$ cat src/rtl/mem_port_arbiter_pkg.sv
// AMITypes: shared simplified-memory types used by the port arbiter and its
// neighbours (DRAM model, clients).
//   MemReq / MemResp  : request / response beats of the simplified memory bus
//   MAX_MEM_PORTS     : upper bound on client ports, sizes port indices
//   MemPortIdx        : client port index
//   next_port()       : round-robin successor of a port index modulo n
package AMITypes;

    localparam int MAX_MEM_PORTS = 8;

    typedef logic [2:0] MemPortIdx;

    typedef struct packed {
        logic        valid;
        logic        isWrite;
        logic [31:0] addr;
        logic [63:0] data;
    } MemReq;

    typedef struct packed {
        logic        valid;
        logic [63:0] data;
    } MemResp;

    // (p + 1) mod n without a divider; n is at most MAX_MEM_PORTS
    function automatic MemPortIdx next_port(input MemPortIdx p, input int unsigned n);
        MemPortIdx r;
        if ({29'd0, p} + 32'd1 >= n) begin
            r = 3'd0;
        end else begin
            r = p + 3'd1;
        end
        return r;
    endfunction

endpackage

$ cat src/rtl/mem_port_arbiter_if.sv
// mem_port_arbiter_if: bus bundle between NUM_PORTS clients, the arbiter and
// one DRAM port.
//   slave  modport: arbiter view (consumes client requests / DRAM responses)
//   master modport: environment view (clients plus DRAM)
interface mem_port_arbiter_if
    import AMITypes::*;
#(
    parameter int NUM_PORTS = 2
);
    MemReq  [NUM_PORTS-1:0] mem_req_in;
    logic   [NUM_PORTS-1:0] mem_req_grant_out;
    MemResp [NUM_PORTS-1:0] mem_resp_out;
    logic   [NUM_PORTS-1:0] mem_resp_grant_in;
    MemReq                  dram_req_out;
    logic                   dram_req_grant_in;
    MemResp                 dram_resp_in;
    logic                   dram_resp_grant_out;

    modport slave (
        input  mem_req_in, mem_resp_grant_in, dram_req_grant_in, dram_resp_in,
        output mem_req_grant_out, mem_resp_out, dram_req_out, dram_resp_grant_out
    );

    modport master (
        output mem_req_in, mem_resp_grant_in, dram_req_grant_in, dram_resp_in,
        input  mem_req_grant_out, mem_resp_out, dram_req_out, dram_resp_grant_out
    );
endinterface

$ cat src/rtl/mem_port_arbiter_tag_fifo.sv
// mem_tag_fifo: FIFO of issuing-port tags for outstanding reads.
//   clk, rst  : clock, asynchronous active-high reset (FIFO becomes empty)
//   push      : write wr_data (ignored when full unless popping the same cycle)
//   pop       : drop head (ignored when empty)
//   q         : head entry, meaningful only while !empty
//   full/empty/count : occupancy status
module mem_tag_fifo #(
    parameter int WIDTH     = 3,
    parameter int LOG_DEPTH = 5
) (
    input  logic                 clk,
    input  logic                 rst,
    input  logic                 push,
    input  logic [WIDTH-1:0]     wr_data,
    input  logic                 pop,
    output logic [WIDTH-1:0]     q,
    output logic                 full,
    output logic                 empty,
    output logic [LOG_DEPTH:0]   count
);
    localparam int DEPTH = 1 << LOG_DEPTH;

    logic [LOG_DEPTH-1:0] wr_ptr_q, wr_ptr_d;
    logic [LOG_DEPTH-1:0] rd_ptr_q, rd_ptr_d;
    logic [LOG_DEPTH:0]   count_q, count_d;
    logic [WIDTH-1:0]     mem_q [DEPTH];
    logic                 push_ok_s, pop_ok_s;

    assign full  = (count_q == (LOG_DEPTH+1)'(DEPTH));
    assign empty = (count_q == (LOG_DEPTH+1)'(0));
    assign count = count_q;
    assign q     = mem_q[rd_ptr_q];

    // qualify requests; a full FIFO can still accept when it pops the same cycle
    always_comb begin
        pop_ok_s  = pop && !empty;
        push_ok_s = push && (!full || pop_ok_s);
    end

    // next pointers and occupancy; pointers wrap naturally at 2^LOG_DEPTH
    always_comb begin
        wr_ptr_d = push_ok_s ? (wr_ptr_q + LOG_DEPTH'(1)) : wr_ptr_q;
        rd_ptr_d = pop_ok_s  ? (rd_ptr_q + LOG_DEPTH'(1)) : rd_ptr_q;
        case ({push_ok_s, pop_ok_s})
            2'b10:   count_d = count_q + (LOG_DEPTH+1)'(1);
            2'b01:   count_d = count_q - (LOG_DEPTH+1)'(1);
            default: count_d = count_q;
        endcase
    end

    // pointer and occupancy registers
    always_ff @(posedge clk or posedge rst) begin
        if (rst) begin
            wr_ptr_q <= LOG_DEPTH'(0);
            rd_ptr_q <= LOG_DEPTH'(0);
            count_q  <= (LOG_DEPTH+1)'(0);
        end else begin
            wr_ptr_q <= wr_ptr_d;
            rd_ptr_q <= rd_ptr_d;
            count_q  <= count_d;
        end
    end

    // tag storage; contents are don't-care until written
    always_ff @(posedge clk) begin
        if (push_ok_s) begin
            mem_q[wr_ptr_q] <= wr_data;
        end
    end
endmodule

$ cat src/rtl/mem_port_arbiter.sv
// mem_port_arbiter: merges NUM_PORTS client request streams onto one DRAM
// port with round-robin arbitration, and steers DRAM read responses back to
// the issuing client in issue order using a tag FIFO. Writes are untracked.
//   clk, rst           : clock, asynchronous active-high reset
//   bus (slave)        : client requests/responses and the DRAM port
//   outstanding_reads  : reads issued to DRAM and not yet returned
//   err_orphan_resp    : sticky, a DRAM response arrived with no read pending
module mem_port_arbiter
    import AMITypes::*;
#(
    parameter int NUM_PORTS = 2,
    parameter int LOG_TAG_Q = 5
) (
    input  logic                 clk,
    input  logic                 rst,
    mem_port_arbiter_if.slave    bus,
    output logic [LOG_TAG_Q:0]   outstanding_reads,
    output logic                 err_orphan_resp
);
    MemPortIdx                  rr_ptr_q, rr_ptr_d;
    logic                       err_q, err_d;
    logic [MAX_MEM_PORTS-1:0]   eligible_s;
    logic [MAX_MEM_PORTS-1:0]   resp_grant_ext_s;
    logic                       win_found_s;
    MemPortIdx                  win_idx_s, scan_idx_s;
    MemReq                      win_req_s;
    logic                       accept_s, push_s, pop_s, head_grant_s;
    MemPortIdx                  head_s;
    logic                       tag_full_s, tag_empty_s;
    logic [LOG_TAG_Q:0]         tag_count_s;

    mem_tag_fifo #(
        .WIDTH     ($bits(MemPortIdx)),
        .LOG_DEPTH (LOG_TAG_Q)
    ) u_tag_fifo (
        .clk     (clk),
        .rst     (rst),
        .push    (push_s),
        .wr_data (win_idx_s),
        .pop     (pop_s),
        .q       (head_s),
        .full    (tag_full_s),
        .empty   (tag_empty_s),
        .count   (tag_count_s)
    );

    assign outstanding_reads = tag_count_s;
    assign err_orphan_resp   = err_q;

    // a read may only compete while the tag FIFO has room; writes always compete
    always_comb begin
        eligible_s = {MAX_MEM_PORTS{1'b0}};
        for (int p = 0; p < NUM_PORTS; p++) begin
            eligible_s[p] = bus.mem_req_in[p].valid &&
                            (bus.mem_req_in[p].isWrite || !tag_full_s);
        end
    end

    // round-robin scan starting at rr_ptr; first eligible port wins
    always_comb begin
        win_found_s = 1'b0;
        win_idx_s   = rr_ptr_q;
        scan_idx_s  = rr_ptr_q;
        for (int i = 0; i < NUM_PORTS; i++) begin
            if (!win_found_s && eligible_s[scan_idx_s]) begin
                win_found_s = 1'b1;
                win_idx_s   = scan_idx_s;
            end else begin
                win_found_s = win_found_s;
            end
            scan_idx_s = next_port(scan_idx_s, NUM_PORTS);
        end
    end

    // select the winning request
    always_comb begin
        win_req_s = '0;
        for (int p = 0; p < NUM_PORTS; p++) begin
            if (MemPortIdx'(p) == win_idx_s) begin
                win_req_s = bus.mem_req_in[p];
            end else begin
                win_req_s = win_req_s;
            end
        end
    end

    // request path; valid never looks at the DRAM grant, which is combinational on it
    always_comb begin
        accept_s              = win_found_s && bus.dram_req_grant_in && !rst;
        push_s                = accept_s && !win_req_s.isWrite;
        bus.dram_req_out      = '0;
        bus.mem_req_grant_out = {NUM_PORTS{1'b0}};
        if (win_found_s && !rst) begin
            bus.dram_req_out       = win_req_s;
            bus.dram_req_out.valid = 1'b1;
        end else begin
            bus.dram_req_out.valid = 1'b0;
        end
        for (int p = 0; p < NUM_PORTS; p++) begin
            if (accept_s && (MemPortIdx'(p) == win_idx_s)) begin
                bus.mem_req_grant_out[p] = 1'b1;
            end else begin
                bus.mem_req_grant_out[p] = 1'b0;
            end
        end
    end

    // response path: DRAM head goes to the oldest outstanding reader only
    always_comb begin
        resp_grant_ext_s = {MAX_MEM_PORTS{1'b0}};
        for (int p = 0; p < NUM_PORTS; p++) begin
            resp_grant_ext_s[p] = bus.mem_resp_grant_in[p];
        end
        head_grant_s            = resp_grant_ext_s[head_s];
        pop_s                   = bus.dram_resp_in.valid && !tag_empty_s && head_grant_s;
        bus.dram_resp_grant_out = pop_s;
        for (int p = 0; p < NUM_PORTS; p++) begin
            if (!tag_empty_s && (MemPortIdx'(p) == head_s)) begin
                bus.mem_resp_out[p] = bus.dram_resp_in;
            end else begin
                bus.mem_resp_out[p] = '0;
            end
        end
    end

    // next rr pointer (past the accepted port) and sticky orphan flag
    always_comb begin
        rr_ptr_d = accept_s ? next_port(win_idx_s, NUM_PORTS) : rr_ptr_q;
        err_d    = err_q || (bus.dram_resp_in.valid && tag_empty_s);
    end

    // arbiter pointer and error flag registers
    always_ff @(posedge clk or posedge rst) begin
        if (rst) begin
            rr_ptr_q <= 3'd0;
            err_q    <= 1'b0;
        end else begin
            rr_ptr_q <= rr_ptr_d;
            err_q    <= err_d;
        end
    end
endmodule

$ cat src/flat_wrapper.sv
// flat-port wrapper written by rule: the top's interface ports become plain ports
module mem_port_arbiter_flat import AMITypes::*;
#(
    parameter int NUM_PORTS = 2,
    parameter int LOG_TAG_Q = 5
)
  (clk, rst, outstanding_reads, err_orphan_resp, bus_mem_req_in, bus_mem_resp_grant_in, bus_dram_req_grant_in, bus_dram_resp_in, bus_mem_req_grant_out, bus_mem_resp_out, bus_dram_req_out, bus_dram_resp_grant_out);
  mem_port_arbiter_if #(.NUM_PORTS(NUM_PORTS)) bus_i ();
  input  logic clk;
  input  logic rst;
  output logic [LOG_TAG_Q:0] outstanding_reads;
  output logic err_orphan_resp;
  input wire logic [$bits(bus_i.mem_req_in)-1:0] bus_mem_req_in;
  input wire logic [$bits(bus_i.mem_resp_grant_in)-1:0] bus_mem_resp_grant_in;
  input wire logic [$bits(bus_i.dram_req_grant_in)-1:0] bus_dram_req_grant_in;
  input wire logic [$bits(bus_i.dram_resp_in)-1:0] bus_dram_resp_in;
  output wire logic [$bits(bus_i.mem_req_grant_out)-1:0] bus_mem_req_grant_out;
  output wire logic [$bits(bus_i.mem_resp_out)-1:0] bus_mem_resp_out;
  output wire logic [$bits(bus_i.dram_req_out)-1:0] bus_dram_req_out;
  output wire logic [$bits(bus_i.dram_resp_grant_out)-1:0] bus_dram_resp_grant_out;
  assign bus_i.mem_req_in = bus_mem_req_in;
  assign bus_i.mem_resp_grant_in = bus_mem_resp_grant_in;
  assign bus_i.dram_req_grant_in = bus_dram_req_grant_in;
  assign bus_i.dram_resp_in = bus_dram_resp_in;
  assign bus_mem_req_grant_out = bus_i.mem_req_grant_out;
  assign bus_mem_resp_out = bus_i.mem_resp_out;
  assign bus_dram_req_out = bus_i.dram_req_out;
  assign bus_dram_resp_grant_out = bus_i.dram_resp_grant_out;
  mem_port_arbiter #(.NUM_PORTS(NUM_PORTS), .LOG_TAG_Q(LOG_TAG_Q)) u_core (.clk(clk), .rst(rst), .bus(bus_i), .outstanding_reads(outstanding_reads), .err_orphan_resp(err_orphan_resp));
endmodule
$ cat config.mk
export PLATFORM = sky130hd
export DESIGN_NAME = mem_port_arbiter_flat
export DESIGN_NICKNAME = d
export VERILOG_FILES = /design/src/rtl/mem_port_arbiter_pkg.sv /design/src/rtl/mem_port_arbiter_if.sv /design/src/rtl/mem_port_arbiter_tag_fifo.sv /design/src/rtl/mem_port_arbiter.sv /design/src/flat_wrapper.sv
export SDC_FILE = /design/constraint.sdc
export NUM_CORES = 1
export LEC_CHECK = 0
export ABC_AREA = 1
export ABC_CLOCK_PERIOD_IN_PS = 7290
export CORE_AREA = 2 2 193 195
export DETAILED_ROUTE_END_ITERATION = 12
export DIE_AREA = 0 0 195 197
export GPL_TIMING_DRIVEN = 0
export PLACE_DENSITY = 0.55
export SLEW_MARGIN = 20
export SYNTH_ARGS = -nofsm -noshare
export SYNTH_HDL_FRONTEND = slang
export SYNTH_SLANG_ARGS = --single-unit
$ cat constraint.sdc
create_clock -name clk -period 7.29 [get_ports clk]
set_clock_uncertainty 0.05 [all_clocks]
set_input_delay 1.0935 -clock clk [delete_from_list [all_inputs] [get_ports clk]]
set_output_delay 1.0935 -clock clk [all_outputs]
set_load 0.02 [all_outputs]
=== Word-level counts from Yosys, hierarchy flattened ===
Memory sizes are Yosys's and may differ from the RTL's.
Index checks and enable logic that the tools add are counted.

* Output and inout bits: 238
* Logic and storage cells: 75
* Memories: 1
* Flip-flop bits (word level): 20
* Bits in writable memories: 96

* Eq/ne operators: 5
* Reduce and logical (&&, ||, !) cells: 29
* $lt $le $gt $ge: 5
* Mux-type cells: 22
* Add/subtract/negate cells: 8

{| class="wikitable"
|+ Memory list
! memory !! depth !! bits a word !! rd ports !! clocked after memory_dff !! wr ports !! line !! RTL
|-
| u_core.u_tag_fifo.mem_q || 32 || 3 || 1 || 0 || 1 || mem_port_arbiter_tag_fifo.sv:26 || <nowiki>logic [WIDTH-1:0] mem_q [DEPTH];</nowiki>
|}

{| class="wikitable"
|+ Operators by type and width
! kind !! number
|-
| 97-bit two-way mux || 3
|-
| 65-bit two-way mux || 2
|-
| 32-bit by 2-bit >= comparator with 1-bit output (second input constant) || 2
|-
| 1-bit logical AND || 16
|-
| 3-bit by 4-bit less-than comparator with 1-bit output (second input constant) || 3
|-
| 6-bit one-hot mux with 2 select lines || 1
|-
| 5-bit by 1-bit adder with 5-bit output (second input constant) || 2
|-
| 1-bit two-way mux || 10
|-
| 1-bit binary-select mux with 3-bit select || 3
|-
| 3-bit two-way mux || 3
|-
| 3-bit by 1-bit adder with 4-bit output (second input constant) || 2
|-
| 3-bit by 1-bit adder with 3-bit output (second input constant) || 2
|-
| 6-bit by 1-bit adder with 6-bit output (second input constant) || 1
|-
| 1-bit by 3-bit equality test with 1-bit output (first input constant) || 2
|-
| 6-bit equality test (second input constant) || 1
|-
| 3-bit logical NOT || 2
|-
| 6-bit logical NOT || 1
|-
| 6-bit by 1-bit subtractor with 6-bit output (second input constant) || 1
|-
| 1-bit logical NOT || 5
|-
| 1-bit logical OR || 4
|-
| 2-bit by 1-bit equality test with 1-bit output (second input constant) || 1
|-
| 2-bit equality test (second input constant) || 1
|-
| 2-bit nonzero test || 1
|}

=== Logic depth before layout (Yosys ltp) ===
* Word-level depth: 18
* Gate-level depth with buffers: 28
* Depth with buffers taken out: 28

=== By module ===
From an unflattened synthesis, not the netlist that was laid out.

* Cell total of the unflattened synthesis: 1141
* Area total of the unflattened synthesis: 8607.0 um^2

{| class="wikitable"
|+ By module, submodules not included
! module !! cells an instance !! times used !! area each (um^2) !! seq. area each (um^2)
|-
| mem_tag_fifo || 498 || 1 || 5118.7 || 3283.1
|-
| mem_port_arbiter || 643 || 1 || 3488.3 || 100.1
|}

=== Worst setup path before layout ===
Ideal clock, no wire load.

* Path type: input-to-reg
* Start: input port bus_mem_req_in[96]
* End: register u_core.u_tag_fifo.count_q[5], in the netlist u_core.u_tag_fifo.count[5]
* Stages on the path: 24
* Buffers on the path: 0
* Setup time: 0.131 ns
* Data arrival time: 5.520 ns
* Path slack: 1.589 ns
* Cells stage by stage: inv_1 -> nand4_1 -> nand2_1 -> nand2_1 -> nand3_1 -> nand4_1 -> o21ai_0 -> ha_1 -> inv_2 -> nand4_1 -> nand2_2 -> nor2_8 -> nand2_4 -> ha_1 -> ha_1 -> nand2_1 -> nand2_1 -> a31oi_1 -> o21bai_1 -> a21oi_1 -> nand2_1 -> nand2_1 -> nor2_1 -> xor2_1

* Cells in the longest elaborated chain, start to end: 16
* Elaborated cells between the ends (all ways): 24
* Those cells by class: 3 x eq/ne; 10 x mux; 11 x reduce/logical

{| class="wikitable"
|+ Ends and longest elaborated chain
! element !! line !! RTL
|-
| from (decl) || flat_wrapper.sv:13 || <nowiki>input wire logic [$bits(bus_i.mem_req_in)-1:0] bus_mem_req_in;</nowiki>
|-
| 1-bit logical OR (*) || mem_port_arbiter.sv:55 || <nowiki>(bus.mem_req_in[p].isWrite || !tag_full_s);</nowiki>
|-
| 1-bit logical AND (*) || mem_port_arbiter.sv:54 || <nowiki>eligible_s[p] = bus.mem_req_in[p].valid &&</nowiki>
|-
| 1-bit binary-select mux with 3-bit select || mem_port_arbiter.sv:65 || <nowiki>if (!win_found_s && eligible_s[scan_idx_s]) begin</nowiki>
|-
| 1-bit two-way mux (implied by the code) || mem_port_arbiter.sv:65 ||
|-
| 1-bit two-way mux || mem_port_arbiter.sv:65 ||
|-
| 1-bit logical NOT || mem_port_arbiter.sv:65 ||
|-
| 1-bit logical AND (*) || mem_port_arbiter.sv:65 ||
|-
| 3-bit two-way mux (*) || mem_port_arbiter.sv:65 ||
|-
| via u_core.u_tag_fifo.wr_data[0] || mem_port_arbiter_tag_fifo.sv:14 || <nowiki>input logic [WIDTH-1:0] wr_data,</nowiki>
|-
| 3-bit logical NOT || mem_port_arbiter.sv:79 || <nowiki>if (MemPortIdx'(p) == win_idx_s) begin</nowiki>
|-
| 97-bit two-way mux || mem_port_arbiter.sv:79 ||
|-
| 97-bit two-way mux (*) || mem_port_arbiter.sv:79 ||
|-
| 1-bit logical NOT (*) || mem_port_arbiter.sv:90 || <nowiki>push_s = accept_s && !win_req_s.isWrite;</nowiki>
|-
| 1-bit logical AND (*) || mem_port_arbiter.sv:90 ||
|-
| 1-bit logical AND (*) || mem_port_arbiter_tag_fifo.sv:37 || <nowiki>push_ok_s = push && (!full || pop_ok_s);</nowiki>
|-
| 2-bit by 1-bit equality test with 1-bit output or 2-bit equality test (tied branches) || mem_port_arbiter_tag_fifo.sv:44 || <nowiki>case ({push_ok_s, pop_ok_s})</nowiki>
|-
| 6-bit one-hot mux with 2 select lines or 2-bit nonzero test (tied branches) || - ||
|-
| to (signal assigned) || mem_port_arbiter_tag_fifo.sv:56 || <nowiki>count_q <= (LOG_DEPTH+1)'(0);</nowiki>
|-
| to (signal assigned) || mem_port_arbiter_tag_fifo.sv:60 || <nowiki>count_q <= count_d;</nowiki>
|-
| to (decl) || mem_port_arbiter_tag_fifo.sv:25 || <nowiki>logic [LOG_DEPTH:0] count_q, count_d;</nowiki>
|}

Mark *: on every way through the listed nets, which the timed path passes. The rest lies on a longest branch. The select of a mux whose other input is x is not followed.
A chain may end at the register's enable or synchronous reset.

=== Final worst setup path ===
* Start: input port bus_mem_req_in[96]
* End: output port bus_dram_req_out[76]

* Cells in the longest elaborated chain, start to end: 12
* Elaborated cells between the ends (all ways): 17
* Those cells by class: 1 x eq/ne; 10 x mux; 6 x reduce/logical

{| class="wikitable"
|+ Ends and longest elaborated chain
! element !! line !! RTL
|-
| 1-bit logical OR (*) || mem_port_arbiter.sv:55 ||
|-
| 1-bit logical AND (*) || mem_port_arbiter.sv:54 ||
|-
| 1-bit binary-select mux with 3-bit select || mem_port_arbiter.sv:65 ||
|-
| 1-bit two-way mux (implied by the code) || mem_port_arbiter.sv:65 ||
|-
| 1-bit two-way mux || mem_port_arbiter.sv:65 ||
|-
| 1-bit logical NOT || mem_port_arbiter.sv:65 ||
|-
| 1-bit logical AND (*) || mem_port_arbiter.sv:65 ||
|-
| 3-bit two-way mux (*) || mem_port_arbiter.sv:65 ||
|-
| via u_core.u_tag_fifo.wr_data[0] || mem_port_arbiter_tag_fifo.sv:14 ||
|-
| 3-bit logical NOT || mem_port_arbiter.sv:79 ||
|-
| 97-bit two-way mux || mem_port_arbiter.sv:79 ||
|-
| 97-bit two-way mux (*) || mem_port_arbiter.sv:79 ||
|-
| 97-bit two-way mux (*) || mem_port_arbiter.sv:93 || <nowiki>if (win_found_s && !rst) begin</nowiki>
|-
| to (decl) || flat_wrapper.sv:19 || <nowiki>output wire logic [$bits(bus_i.dram_req_out)-1:0] bus_dram_req_out;</nowiki>
|}

Marked as above.

==> results.toml <==
[sta]
tns_ps = 0
finalSetupViolations = 0
tightest_slew_ps = 998
max_freq_mhz = 155
hold_violations = 0
timing.final.crit_share_pct = 88.6
max_slew_margin_pct = 33.1
slew_violations = 0
rsz0062_at_grt = "no"
whs_ps = 433
fin_crit_ps = 6460
setup_ws_ps = 831

[die]
dieArea_um2 = 38400
core_area_um2 = 36300
fp.dieH_um = 197
die_w_um = 195
io_pins = 504
row_count = 70
start_util_pct = 22.1

[detailed_routing]
wl_per_cell_um = 19.0
detail_route.wirelength_um = 40900
via_per_inst = 4.50
ant_nets = 0
first_pass_iters = 7
drt_iter0_markers = 598
post-route-drc-count = 0
num_vias = 9660

[finish]
nNetsFinal = 1943
regArea_um2 = 3380
syn_to_final_growth_pct = 77.6
drive_above_1_share_pct = 6.22
multi_input_area_um2 = 3790
final_cell_mix = "clkdlybuf4s50_1, nand2_1, nor2_1"
nFillCells = 3771
final_cells = 2146
post-route-util_pct = 39.3
layout_commonest_cell = "clkdlybuf4s50_1"

[worst_setup_path]
arrival_ps = 5320
cp_max_fo = 14
required_ps = 6150
start_kind = "primary input"
crit_type = "primary input to output pin"
endpoint_kind = "output pin"

[placement]
place_congestion = 0.892
post-place-cells = 2109
preCtsSetupSlack_ps = 926
place_hpwl_um = 33500
port_buffers = 503

[job]
maxCapViolCount = 0

[clock_network]
clock_latency_ps = 430
cts_tree = "yes"
ctsResizeCount = 0
root_buffer = "clkbuf_16"
cts_max_level = 4
cts.sinks = 116
ctsHoldBuffers = 0
cts_setup_buffers = 0
clkTransAtPathRegs_ps = 60
cts_made_buffers = 17
clockBufferDepth = 2

[global_route]
grt_pass1_wl_um = 58400
grt_pass1_vias = 9713
grtUsageMet2_pct = 35.7
grt_use_total_pct = 20.4
grt_use_met3_pct = 5.32
grt_use_met1_pct = 24.2
antenna_found_initial = 9
grt-busiest-layer = "met2"
overflow = 0
grt_max_degree = 35

[logic_synthesis]
ys_ff_latch = 116
ys_types = 35
synth_top_area_share_pct = 35.9
synth_area_leaders = "edfxtp_1, nand2_1, nand3_1"
yosysWarnings = 0
syn_nets = 1420
synth_area_um2 = 8030
synth.avg_cell_area_um2 = 7.06
syn_inst = 1137
synth_top_area_cell = "edfxtp_1"
synth_seq_area_share_pct = 42.1

[outcome]
outcome = "completed"

[worst_hold_path]
hold_class = "register to register"

[power_and_ir_drop]
pwr_density_cell_nw_per_um2 = 422
power.leakage_nw = 5.82
ir_drop_uv = 186
-- metrics by stage --
| stage | instance area (um^2) | total power [mW] |
|---|---|---|
| 2_1_floorplan | 8030 | 3.24 |
| 3_3_place_gp | 13600 | 5.21 |
| 3_5_place_dp | 13700 | 5.24 |
| 4_1_cts | 14200 | 6.04 |
| 5_1_grt | 14300 | 6.40 |
| 6_report | 14300 | 6.02 |
-- routing by layer --
layer	up-vias	routed length, um
li1	4710	-
met1	4405	16300
met2	501	20100
met3	44	3390
met4	0	1070
met5	-	0
-- kinds of logic (layout without fill, tap and decap cells) --
kind of cell | count (synthesis) | after routing | share of synthesized area, %
simple gates | 663 | 663 | 35.2
fa+ha+maj | 17 | 17 | 2.74
other cells | 0 | 5 | 0
xor+xnor | 9 | 9 | 0.982
compound gates | 128 | 128 | 8.13
flops | 116 | 116 | 42.1
buf+inv | 204 | 740 | 10.8
-- synth_stat cells (all sizes together) --
cell	n
xor2	8
nor3b	1
dfrtp	20
edfxtp	96
nor3	2
a21oi	103
nand3	164
buf	57
ha	16
nand2	286
nand3b	2
o21ai	19
a31oi	2
or2	1
a21boi	1
xnor2	1
clkinv	1
clkbuf	16
fa	1
nand4	3
o21bai	2
inv	130
nor2	204
o211ai	1
-- cell type report --
cell class	count	area share [%]
diodes	5	0.0878
plain buffers	73	2.64
clock buffers	17	2.98
clock inverters	15	0.921
inverters	131	3.45
multi-input cells	817	26.6
flip-flops and latches	116	23.7
well taps	468	4.11
repair buffers	504	35.5
-- critical path, stage by stage --
cell and delay [ps]:
clkdlybuf4s50_1 590, inv_1 110, nand4_1 100, nand2_1 250, nand2_1 80, nand3_1 110
nand4_1 190, nand2_1 170, o21ai_4 160, ha_1 230, inv_2 160, buf_1 380
clkbuf_1 510, nand3_1 150, a21oi_1 270, clkdlybuf4s50_1 730
-- final timing paths --
| check | start | slack [ps] | end | cells after the start |
|---|---|---|---|---|
| setup / recovery | bus_mem_req_in[96] | 830 | bus_dram_req_out[76] | 16 |
| hold / removal | u_core.err_orphan_resp$_DFF_PP0_ | 430 | u_core.err_orphan_resp$_DFF_PP0_ | 1 |
| setup reg to reg | u_core.u_tag_fifo.count[5]$_DFFE_PP0P_ | 2380 | u_core.u_tag_fifo.count[5]$_DFFE_PP0P_ | 26 |
| hold reg to reg | u_core.err_orphan_resp$_DFF_PP0_ | 430 | u_core.err_orphan_resp$_DFF_PP0_ | 1 |
| max in group asynchronous | rst | 5710 | u_core.u_tag_fifo.count[5]$_DFFE_PP0P_ | 2 |
| min in group asynchronous | rst | 1030 | u_core.rr_ptr_q[1]$_DFFE_PP0P_ | 2 |
-- power breakdown --
part,total [mW],internal [mW],switching (mW)
combinational,4.38,1.69,2.69
sequential,0.848,0.802,0.0466
clock,0.787,0.468,0.319
-- sequential cells by signal (all words and copies together), names as in the netlist --
signal,cells
u_core.u_tag_fifo.mem_q,96
u_core.err_orphan_resp,1
u_core.u_tag_fifo.rd_ptr_q,5
u_core.rr_ptr_q,3
u_core.u_tag_fifo.count,6
u_core.u_tag_fifo.wr_ptr_q,5
(Power assumes the default switching activity.)
